### src/rtl/uart_rx_pkg.sv
// ============================================================================
// Module      : uart_rx_pkg
// Description : Shared definitions for the 8N1 UART receive path: FSM state
//               encoding, oversampling sample positions, tick-index landmarks
//               of a frame and the 3-sample majority helper.
// Ports       : none (package)
// Revision    : 1.0 - initial release
// ============================================================================
`default_nettype none

package uart_rx_pkg;

  // Oversampling factor the sample positions below are laid out for.
  localparam int C_PRESCALER = 8;

  typedef enum logic [1:0] {
    ST_IDLE  = 2'd0,
    ST_START = 2'd1,
    ST_DATA  = 2'd2,
    ST_STOP  = 2'd3
  } rx_state_t;

  // Sample positions inside one bit (tick index modulo 8).
  localparam logic [2:0] C_SAMPLE_A = 3'd3;
  localparam logic [2:0] C_SAMPLE_B = 3'd4;
  localparam logic [2:0] C_SAMPLE_C = 3'd5;  // majority decided here
  localparam logic [2:0] C_BIT_LAST = 3'd7;

  // Tick indices (since start detection) where the FSM acts.
  localparam logic [6:0] C_TICK_START_VOTE = {4'd0, C_SAMPLE_C};  // 5
  localparam logic [6:0] C_TICK_START_END  = {4'd0, C_BIT_LAST};  // 7
  localparam logic [6:0] C_TICK_DATA_END   = {4'd8, C_BIT_LAST};  // 71
  localparam logic [6:0] C_TICK_STOP_VOTE  = {4'd9, C_SAMPLE_C};  // 77

  function automatic logic majority3(input logic a, input logic b, input logic c);
    return (a & b) | (a & c) | (b & c);
  endfunction

endpackage

`default_nettype wire

### src/rtl/uart_baud_tick.sv
// ============================================================================
// Module      : uart_baud_tick
// Description : Oversampling tick generator. Counts 0..CLOCK_DIVIDE-1 and
//               asserts tick during the terminal count. restart forces the
//               count back to 0 so ticks align to an external event.
// Ports       : clk     - system clock
//               rst     - asynchronous active-low reset
//               restart - clear the divider (next tick CLOCK_DIVIDE clk later)
//               tick    - one-cycle oversampling tick
// Revision    : 1.0 - initial release
// ============================================================================
`default_nettype none

module uart_baud_tick #(
  parameter int CLOCK_DIVIDE = 4
) (
  input  logic clk,
  input  logic rst,
  input  logic restart,
  output logic tick
);

  localparam int              C_CW       = (CLOCK_DIVIDE > 1) ? $clog2(CLOCK_DIVIDE) : 1;
  localparam logic [C_CW-1:0] C_TERMINAL = C_CW'(CLOCK_DIVIDE - 1);

  logic [C_CW-1:0] r_count;
  logic            w_terminal;

  assign w_terminal = (r_count == C_TERMINAL);
  assign tick       = w_terminal;

  always_ff @(posedge clk or negedge rst) begin
    if (!rst) begin
      r_count <= '0;
    end else if (restart || w_terminal) begin
      r_count <= '0;
    end else begin
      r_count <= r_count + 1'b1;
    end
  end

endmodule

`default_nettype wire

### src/rtl/uart_rx.sv
// ============================================================================
// Module      : uart_rx
// Description : 8x-oversampling 8N1 UART receiver, LSB first. Glitch-filtered
//               start detection and 3-sample majority voting per bit.
// Ports       : clk          - system clock, rising edge
//               rst          - asynchronous active-low reset
//               rx           - serial input (asynchronous, idles high)
//               rx_byte      - last correctly framed byte
//               received     - one-cycle pulse when rx_byte updates
//               is_receiving - high while a frame is in progress
//               rx_error     - one-cycle pulse on a framing error
// Revision    : 1.0 - initial release
// ============================================================================
`default_nettype none

module uart_rx
  import uart_rx_pkg::*;
#(
  parameter int CLOCK_RATE = 50000000,
  parameter int BAUD_RATE  = 9600,
  parameter int PRESCALER  = 8
) (
  input  logic       clk,
  input  logic       rst,
  input  logic       rx,
  output logic [7:0] rx_byte,
  output logic       received,
  output logic       is_receiving,
  output logic       rx_error
);

  localparam int CLOCK_DIVIDE = CLOCK_RATE / (BAUD_RATE * PRESCALER);

  if (CLOCK_DIVIDE < 2) begin : g_divide_check
    $error("uart_rx: CLOCK_DIVIDE must be at least 2");
  end

  if (PRESCALER != C_PRESCALER) begin : g_prescaler_check
    $error("uart_rx: only PRESCALER = 8 is supported");
  end

  rx_state_t  r_state, w_next_state;
  logic       r_rx_meta, r_rxs, r_rxs_d;
  logic [6:0] r_tick_cnt;
  logic       r_samp_a, r_samp_b;
  logic [7:0] r_shift;
  logic [7:0] r_rx_byte;
  logic       r_received, r_rx_error;

  logic       w_tick;
  logic       w_start_det;
  logic [6:0] w_k;
  logic [2:0] w_phase;
  logic       w_bit_val;
  logic       w_shift_en, w_frame_ok, w_frame_err;

  // Only a falling edge seen while idle starts a frame; a line held low after
  // a framing error never produces the 1->0 pattern until it returns high.
  assign w_start_det = (r_state == ST_IDLE) && r_rxs_d && !r_rxs;
  assign w_k         = r_tick_cnt + 7'd1;   // index of the tick now occurring
  assign w_phase     = w_k[2:0];
  assign w_bit_val   = majority3(r_samp_a, r_samp_b, r_rxs);

  uart_baud_tick #(
    .CLOCK_DIVIDE(CLOCK_DIVIDE)
  ) u_baud_tick (
    .clk    (clk),
    .rst    (rst),
    .restart(w_start_det),
    .tick   (w_tick)
  );

  always_ff @(posedge clk or negedge rst) begin
    if (!rst) begin
      r_rx_meta <= 1'b1;
      r_rxs     <= 1'b1;
      r_rxs_d   <= 1'b1;
    end else begin
      r_rx_meta <= rx;
      r_rxs     <= r_rx_meta;
      r_rxs_d   <= r_rxs;
    end
  end

  always_ff @(posedge clk or negedge rst) begin
    if (!rst) begin
      r_state <= ST_IDLE;
    end else begin
      r_state <= w_next_state;
    end
  end

  always_comb begin
    w_next_state = r_state;
    w_shift_en   = 1'b0;
    w_frame_ok   = 1'b0;
    w_frame_err  = 1'b0;
    case (r_state)
      ST_IDLE: begin
        if (w_start_det) w_next_state = ST_START;
      end
      ST_START: begin
        if (w_tick) begin
          if (w_k == C_TICK_START_VOTE && w_bit_val) begin
            w_next_state = ST_IDLE;           // false start: glitch rejected
          end else if (w_k == C_TICK_START_END) begin
            w_next_state = ST_DATA;
          end
        end
      end
      ST_DATA: begin
        if (w_tick) begin
          if (w_phase == C_SAMPLE_C) w_shift_en = 1'b1;
          if (w_k == C_TICK_DATA_END) w_next_state = ST_STOP;
        end
      end
      ST_STOP: begin
        // Decide mid stop bit and return to idle at once for re-sync margin.
        if (w_tick && w_k == C_TICK_STOP_VOTE) begin
          w_next_state = ST_IDLE;
          if (w_bit_val) w_frame_ok  = 1'b1;
          else           w_frame_err = 1'b1;
        end
      end
      default: w_next_state = ST_IDLE;
    endcase
  end

  always_ff @(posedge clk or negedge rst) begin
    if (!rst) begin
      r_tick_cnt <= '0;
      r_samp_a   <= 1'b1;
      r_samp_b   <= 1'b1;
      r_shift    <= '0;
      r_rx_byte  <= '0;
      r_received <= 1'b0;
      r_rx_error <= 1'b0;
    end else begin
      if (w_start_det) begin
        r_tick_cnt <= '0;
      end else if (w_tick && r_state != ST_IDLE) begin
        r_tick_cnt <= w_k;
      end

      if (w_tick && w_phase == C_SAMPLE_A) r_samp_a <= r_rxs;
      if (w_tick && w_phase == C_SAMPLE_B) r_samp_b <= r_rxs;

      // LSB arrives first, so shifting in at the MSB leaves D0 in bit 0.
      if (w_shift_en) r_shift <= {w_bit_val, r_shift[7:1]};

      if (w_frame_ok) r_rx_byte <= r_shift;
      r_received <= w_frame_ok;
      r_rx_error <= w_frame_err;
    end
  end

  assign rx_byte      = r_rx_byte;
  assign received     = r_received;
  assign rx_error     = r_rx_error;
  assign is_receiving = (r_state != ST_IDLE);

endmodule

`default_nettype wire

### config.mk
export PLATFORM = sky130hd
export DESIGN_NAME = uart_rx
export DESIGN_NICKNAME = d
export VERILOG_FILES = /design/src/rtl/uart_rx_pkg.sv /design/src/rtl/uart_baud_tick.sv /design/src/rtl/uart_rx.sv
export SDC_FILE = /design/constraint.sdc
export NUM_CORES = 1
export LEC_CHECK = 0
export ABC_CLOCK_PERIOD_IN_PS = 2100
export CELL_PAD_IN_SITES_DETAIL_PLACEMENT = 1
export CELL_PAD_IN_SITES_GLOBAL_PLACEMENT = 1
export CORE_MARGIN = 2
export CORE_UTILIZATION = 42
export DETAILED_ROUTE_END_ITERATION = 8
export PLACE_DENSITY_LB_ADDON = 0.1
export SLEW_MARGIN = 0
export SYNTH_ARGS = -nofsm -noshare
export SYNTH_HDL_FRONTEND = slang
export SYNTH_SLANG_ARGS = --single-unit
### constraint.sdc
create_clock -name clk -period 2.1 [get_ports clk]
set_input_delay 0.42 -clock clk [delete_from_list [all_inputs] [get_ports clk]]
set_output_delay 0.42 -clock clk [all_outputs]
set_load 0.005 [all_outputs]
# Word level (Yosys, flattened, before mapping)
# Index checks and enable logic that the tools add are counted.
# totals
n_memories	0
word_cells	69
latch_bits	0
out_inout_bits	11
register_bits	42
ram_bits	0
mem_bits_ro	0
# op_classes
n_mul	0
add_sub_neg	2
shift	0
n_bitwise	5
n_reduce_logical	13
n_eq_ne	17
muxes	20
order_cmp	0
div_mod_pow	0
# ops
cell	count
7-bit by 3-bit equality test with 1-bit output, second input constant	2
7-bit equality test, second input constant	2
2-bit two-way mux	7
7-bit two-way mux	2
10-bit by 1-bit adder with 10-bit output, second input constant	1
10-bit equality test, second input constant	1
10-bit two-way mux	1
1-bit two-way mux	9
2-bit one-hot mux with 4 select lines	1
7-bit by 1-bit adder with 7-bit output, second input constant	1
1-bit logical AND	7
3-bit equality test, second input constant	2
2-bit by 1-bit != test with 1-bit output, second input constant	3
6-bit AND reduction	1
2-bit equality test, second input constant	2
2-bit != test, second input constant	2
2-bit nonzero test	2
1-bit AND	3
3-bit by 2-bit equality test with 1-bit output, second input constant	1
3-bit != test, second input constant	1
2-bit by 1-bit equality test with 1-bit output, second input constant	1
2-bit logical NOT	1
1-bit OR	2
1-bit logical NOT	1
1-bit logical OR	1

# Longest topological paths before layout
# logic_depth
depth_word	7
depth_mapped	7
depth_no_buf	7

# Modules after synthesis
# A second synthesis with hierarchy kept.
# hier_totals
cells_unflattened	182
area_unflattened_um2	2094.5
# modules_own_cells
mod	area_each_um2	cells_each	instances
uart_rx	1581.5	131	1
uart_baud_tick	513.0	51	1

# Worst setup path after synthesis
# No wires, ideal clock.
# synth_path
kind	reg2reg
start	register r_tick_cnt[0]
end	register r_shift[0]
t_arrival_ns	1.931
slack_ns	0.044
setup_time_ns	0.125
stages_incl_launch_ff	7
cell_sequence	dfrtp_1 ha_1 xnor2_1 nor4b_1 nand3_1 nor2_2 mux2_2
# synth_via
elab_chain_len	5
# synth_lines
element	line	source
start, declared	uart_rx.sv:44	logic [6:0] r_tick_cnt;
start signal, assigned	uart_rx.sv:142	r_tick_cnt <= w_k;
7-bit by 1-bit adder with 7-bit output	uart_rx.sv:60	assign w_k = r_tick_cnt + 7'd1;
3-bit equality test	uart_rx.sv:113	if (w_phase == C_SAMPLE_C) w_shift_en = 1'b1;
1-bit two-way mux	uart_rx.sv:113	
1-bit two-way mux	uart_rx.sv:112	if (w_tick) begin
1-bit two-way mux	uart_rx.sv:98	case (r_state)
end signal, assigned	uart_rx.sv:149	if (w_shift_en) r_shift <= {w_bit_val, r_shift[7:1]};
end, declared	uart_rx.sv:46	logic [7:0] r_shift;
# Every way passes these cells.
# A chain may end at the register's enable or synchronous reset.

# Final worst setup path
# layout_path
start	register r_tick_cnt[1]
end	register r_rx_byte[5] (netlist: rx_byte[5])
# layout_via
elab_chain_len	5
# layout_lines
element	line	source
7-bit by 1-bit adder with 7-bit output	uart_rx.sv:60	
7-bit equality test	uart_rx.sv:119	if (w_tick && w_k == C_TICK_STOP_VOTE) begin
1-bit logical AND	uart_rx.sv:119	
1-bit two-way mux	uart_rx.sv:119	
1-bit two-way mux	uart_rx.sv:98	
end signal, assigned	uart_rx.sv:151	if (w_frame_ok) r_rx_byte <= r_shift;
end, declared	uart_rx.sv:47	logic [7:0] r_rx_byte;
# Every way passes these cells.

==> results.py <==
metrics = {
    "yosys": {
        "seq_area_frac_synth_pct": 52.0,
        "netlist_area_um2": 2030,
        "synth_area_leaders": "dfrtp_1 (46%), mux2_2 (11%), dfstp_2 (6.5%), ha_1 (3.7%), nor2_1 (2.6%)",
        "avgSynthCellArea_um2": 11.8,
        "yosys.area.top_type_share_pct": 45.6,
        "syn_nets": 181,
        "syn_inst": 172,
        "ys_warn_count": 0,
        "synth_cell_types": 42,
        "yosysTopAreaCell": "dfrtp_1",
        "ys_ff_latch": 42,
    },
    "clock_network": {
        "htree_levels": 2,
        "path_clk_slew_ns": 0.09,
        "cts_buffer_depth": 2,
        "clkSinkCount": 42,
        "cts_tree": "yes",
        "cts-root-buf": "clkbuf_8",
        "ctsHoldBuffers": 0,
        "numCtsBuffers": 5,
        "clock_latency_ns": 0.29,
    },
    "worst_setup_path": {
        "path_class": "reg2reg",
        "worstPathArrival_ns": 2.18,
        "cp-start-kind": "flip-flop",
        "worstPathRequired_ns": 2.28,
        "path_delay_family": "simple AND/OR/NAND/NOR gates",
        "crit_path_max_fanout": 8,
        "cp_slowest_stage_delay_ns": 0.47,
        "crit_path_top_delay_cell": "dfrtp_2",
        "crit_path_cell_trace": "ha_2 -> xnor2_1 -> buf_4 -> nor3_4 -> nand4_4 -> mux2_4",
        "path_buf_inv": 1,
        "cp-end-kind": "flip-flop",
    },
    "global_route": {
        "grt_first_pass_wirelength_um": 6960,
        "grt_max_degree": 43,
        "grt.total_usage_pct": 17.1,
        "grt_pass1_vias": 1448,
        "grt_overflow": 0,
        "antenna_found_initial": 0,
    },
    "power": {
        "switching_share_pct": 27.5,
        "p_int_w": 0.00121,
        "power.density_nw_per_um2": 682,
        "clkPwrFrac_pct": 30.6,
        "combPwrFrac_pct": 11.9,
        "net-switching-power_w": 0.000461,
        "p_leak_nw": 1.18,
        "seq_power_share_pct": 57.4,
        "ir_drop_v": 0.000547,
    },
    "cells_and_area": {
        "utilization_pct": 52.3,
        "nets": 213,
        "area_delta_synth_final_pct": 20.8,
        "drive_above_1_share_pct": 30.7,
        "antennaDiodeCount": 0,
    },
    "timing": {
        "min_period_ns": 2.00,
        "setup_viol": 0,
        "fin_setup_tns_ns": 0,
        "setup_ws_ns": 0.103,
        "clock_skew_ns": 0.0105,
        "slew_headroom_pct": 65.7,
        "final_hold_viol_count": 0,
        "clock.fmax_mhz": 501,
        "tightest_slew_ns": 0.515,
        "min_period_over_period_pct": 95.1,
        "finalMaxSlewViolations": 0,
    },
    "floorplan": {
        "die_h_um": 73.6,
        "io_pins": 14,
        "start_util_pct": 43.3,
        "placementRows": 25,
        "fp.coreArea_um2": 4690,
        "dieWidth_um": 73.6,
        "die-area_um2": 5410,
    },
    "routing": {
        "vias": 1417,
        "ant_nets": 0,
        "via_per_inst": 5.47,
        "routedWlPerCell_um": 16.1,
        "dr.first_iter.drc_count": 96,
        "drt-total-wl_um": 4160,
        "drc": 0,
        "first_pass_iters": 3,
    },
    "run": {
        "cap_violations": 0,
    },
    "placed_design": {
        "numPortBuffers": 13,
        "gp_congestion": 0.815,
        "place_worst_setup_slack_ns": -0.0232,
        "dpl.hpwl_um": 3070,
    },
    "outcome": {
        "status": "completed",
    },
    "hold_path": {
        "min_path_type": "in2async",
    },
}
power groups by stage:
stage          Clock (W)  Combinational, W  Sequential, W
4_1_cts         0.000536          0.000187       0.000963
3_3_place_gp           0          0.000173       0.000973
2_1_floorplan          0          0.000137       0.000960
6_report        0.000513          0.000200       0.000962
3_5_place_dp           0          0.000185       0.000979
5_1_grt         0.000555          0.000228       0.000977
path summary, 6_finish.rpt:
| path | slack, ns | end | startpoint | cells past startpoint |
|---|---|---|---|---|
| hold reg to reg | 0.36 | r_rxs | r_rx_meta | 0 |
| setup reg to reg | 0.10 | rx_byte[5] | r_tick_cnt[1] | 6 |
| min in group clk | 0.36 | r_rxs | r_rx_meta | 0 |
| hold / removal | 0.18 | r_tick_cnt[3] | rst | 2 |
| max in group asynchronous | 1.54 | u_baud_tick.r_count[6] | rst | 2 |
| setup / recovery | 0.10 | rx_byte[5] | r_tick_cnt[1] | 6 |
cell families after synthesis:
kind of cell | Yosys count | share of synthesized area (%)
adders and majority gates | 7 | 4.19
xor gates and xnor gates | 12 | 5.17
DFF | 42 | 52.0
muxes | 19 | 10.5
and+or+nand+nor | 59 | 18.1
AOI/OAI and AO/OA | 24 | 8.25
buffers and inverters | 9 | 1.72
sequential cells by signal (all words and copies together) (netlist names), 7 cells and up, named ones only:
register and cells:
u_baud_tick.r_count 10, r_tick_cnt 7, rx_byte 8, r_shift 8
what timing repair did:
item,4_1_cts,5_1_grt
resized for setup,1,9
endpoints found under the hold margin,0,0
pin swaps,0,4
endpoints found under the setup margin,8,17
buffers inserted,0,3
cells in the mapped netlist (all sizes together):
library cell  count
dfrtp            37
mux2             19
nor2             15
nand2            10
nand3            10
o21ai             7
and3              6
ha                6
inv               6
xnor2             6
xor2              6
dfstp             5
a21oi             4
and2              3
nor3              3
a22o              2
a32o              2
clkbuf            2
nand4             2
nand4b            2
nor4b             2
o21a              2
o41ai             2
a211o             1
a21bo             1
a21o              1
a311oi            1
and3b             1
and4              1
and4b             1
buf               1
maj3              1
nand2b            1
nor2b             1
nor4              1
o21bai            1
worst reg2reg max path, delay by kind of cell (launching register included):
kind                       cells  cell delay [ns]
xor gates and xnor gates       1             0.17
adders and majority gates      1             0.23
buffers and inverters          1             0.17
DFF                            1             0.47
muxes                          1             0.36
and+or+nand+nor                2             0.50
placed cells by master, fill, tap and decap left out, types with 2 or more instances in the layout:
| cell type | count |
|---|---|
| and3_1 | 6 |
| a21oi_1 | 4 |
| a22o_1 | 2 |
| dfrtp_2 | 3 |
| dfrtp_1 | 34 |
| dfstp_2 | 5 |
| o21ai_0 | 6 |
| nand3_1 | 10 |
| clkdlybuf4s50_1 | 12 |
| clkinv_2 | 2 |
| nor2_1 | 14 |
| buf_4 | 14 |
| o41ai_1 | 2 |
| xnor2_1 | 6 |
| xor2_1 | 6 |
| o21a_1 | 2 |
| mux2_2 | 18 |
| clkbuf_8 | 5 |
| ha_1 | 5 |
| inv_1 | 6 |
| nand2_1 | 10 |
| and2_1 | 3 |
final cells by class:
cell class              instances  area (um2)
clock buffers                   5        68.8
fillers                       506        2240
inverters                       6        22.5
flip-flops and latches         42        1060
repair buffers                 28         250
multi-input cells             121         966
clock inverters                 3        18.8
well taps                      54        67.6
metal layers:
layer / global-route usage [%] / vias up / routed length, um
met3: 3.98 / 10 / 107
met1: 20.8 / 712 / 1900
met4: 6.87 / 0 / 102
met2: 29.1 / 17 / 2050
li1: - / 678 / -
met5: 0 / - / 0
per-stage QoR:
| step | std cells | area (um2) | hold slack (ns) | total power (W) |
|---|---|---|---|---|
| after global routing | 259 | 2450 | 0.221 | 0.00176 |
| after detailed placement | 248 | 2310 | 0.347 | 0.00116 |
| after CTS | 256 | 2400 | 0.201 | 0.00169 |
| final | 259 | 2450 | 0.182 | 0.00167 |
| after floorplan | 172 | 2030 | 0.124 | 0.00110 |
| after global placement | 248 | 2310 | 0.347 | 0.00115 |
Note: power is estimated with default switching activity, not from simulation.
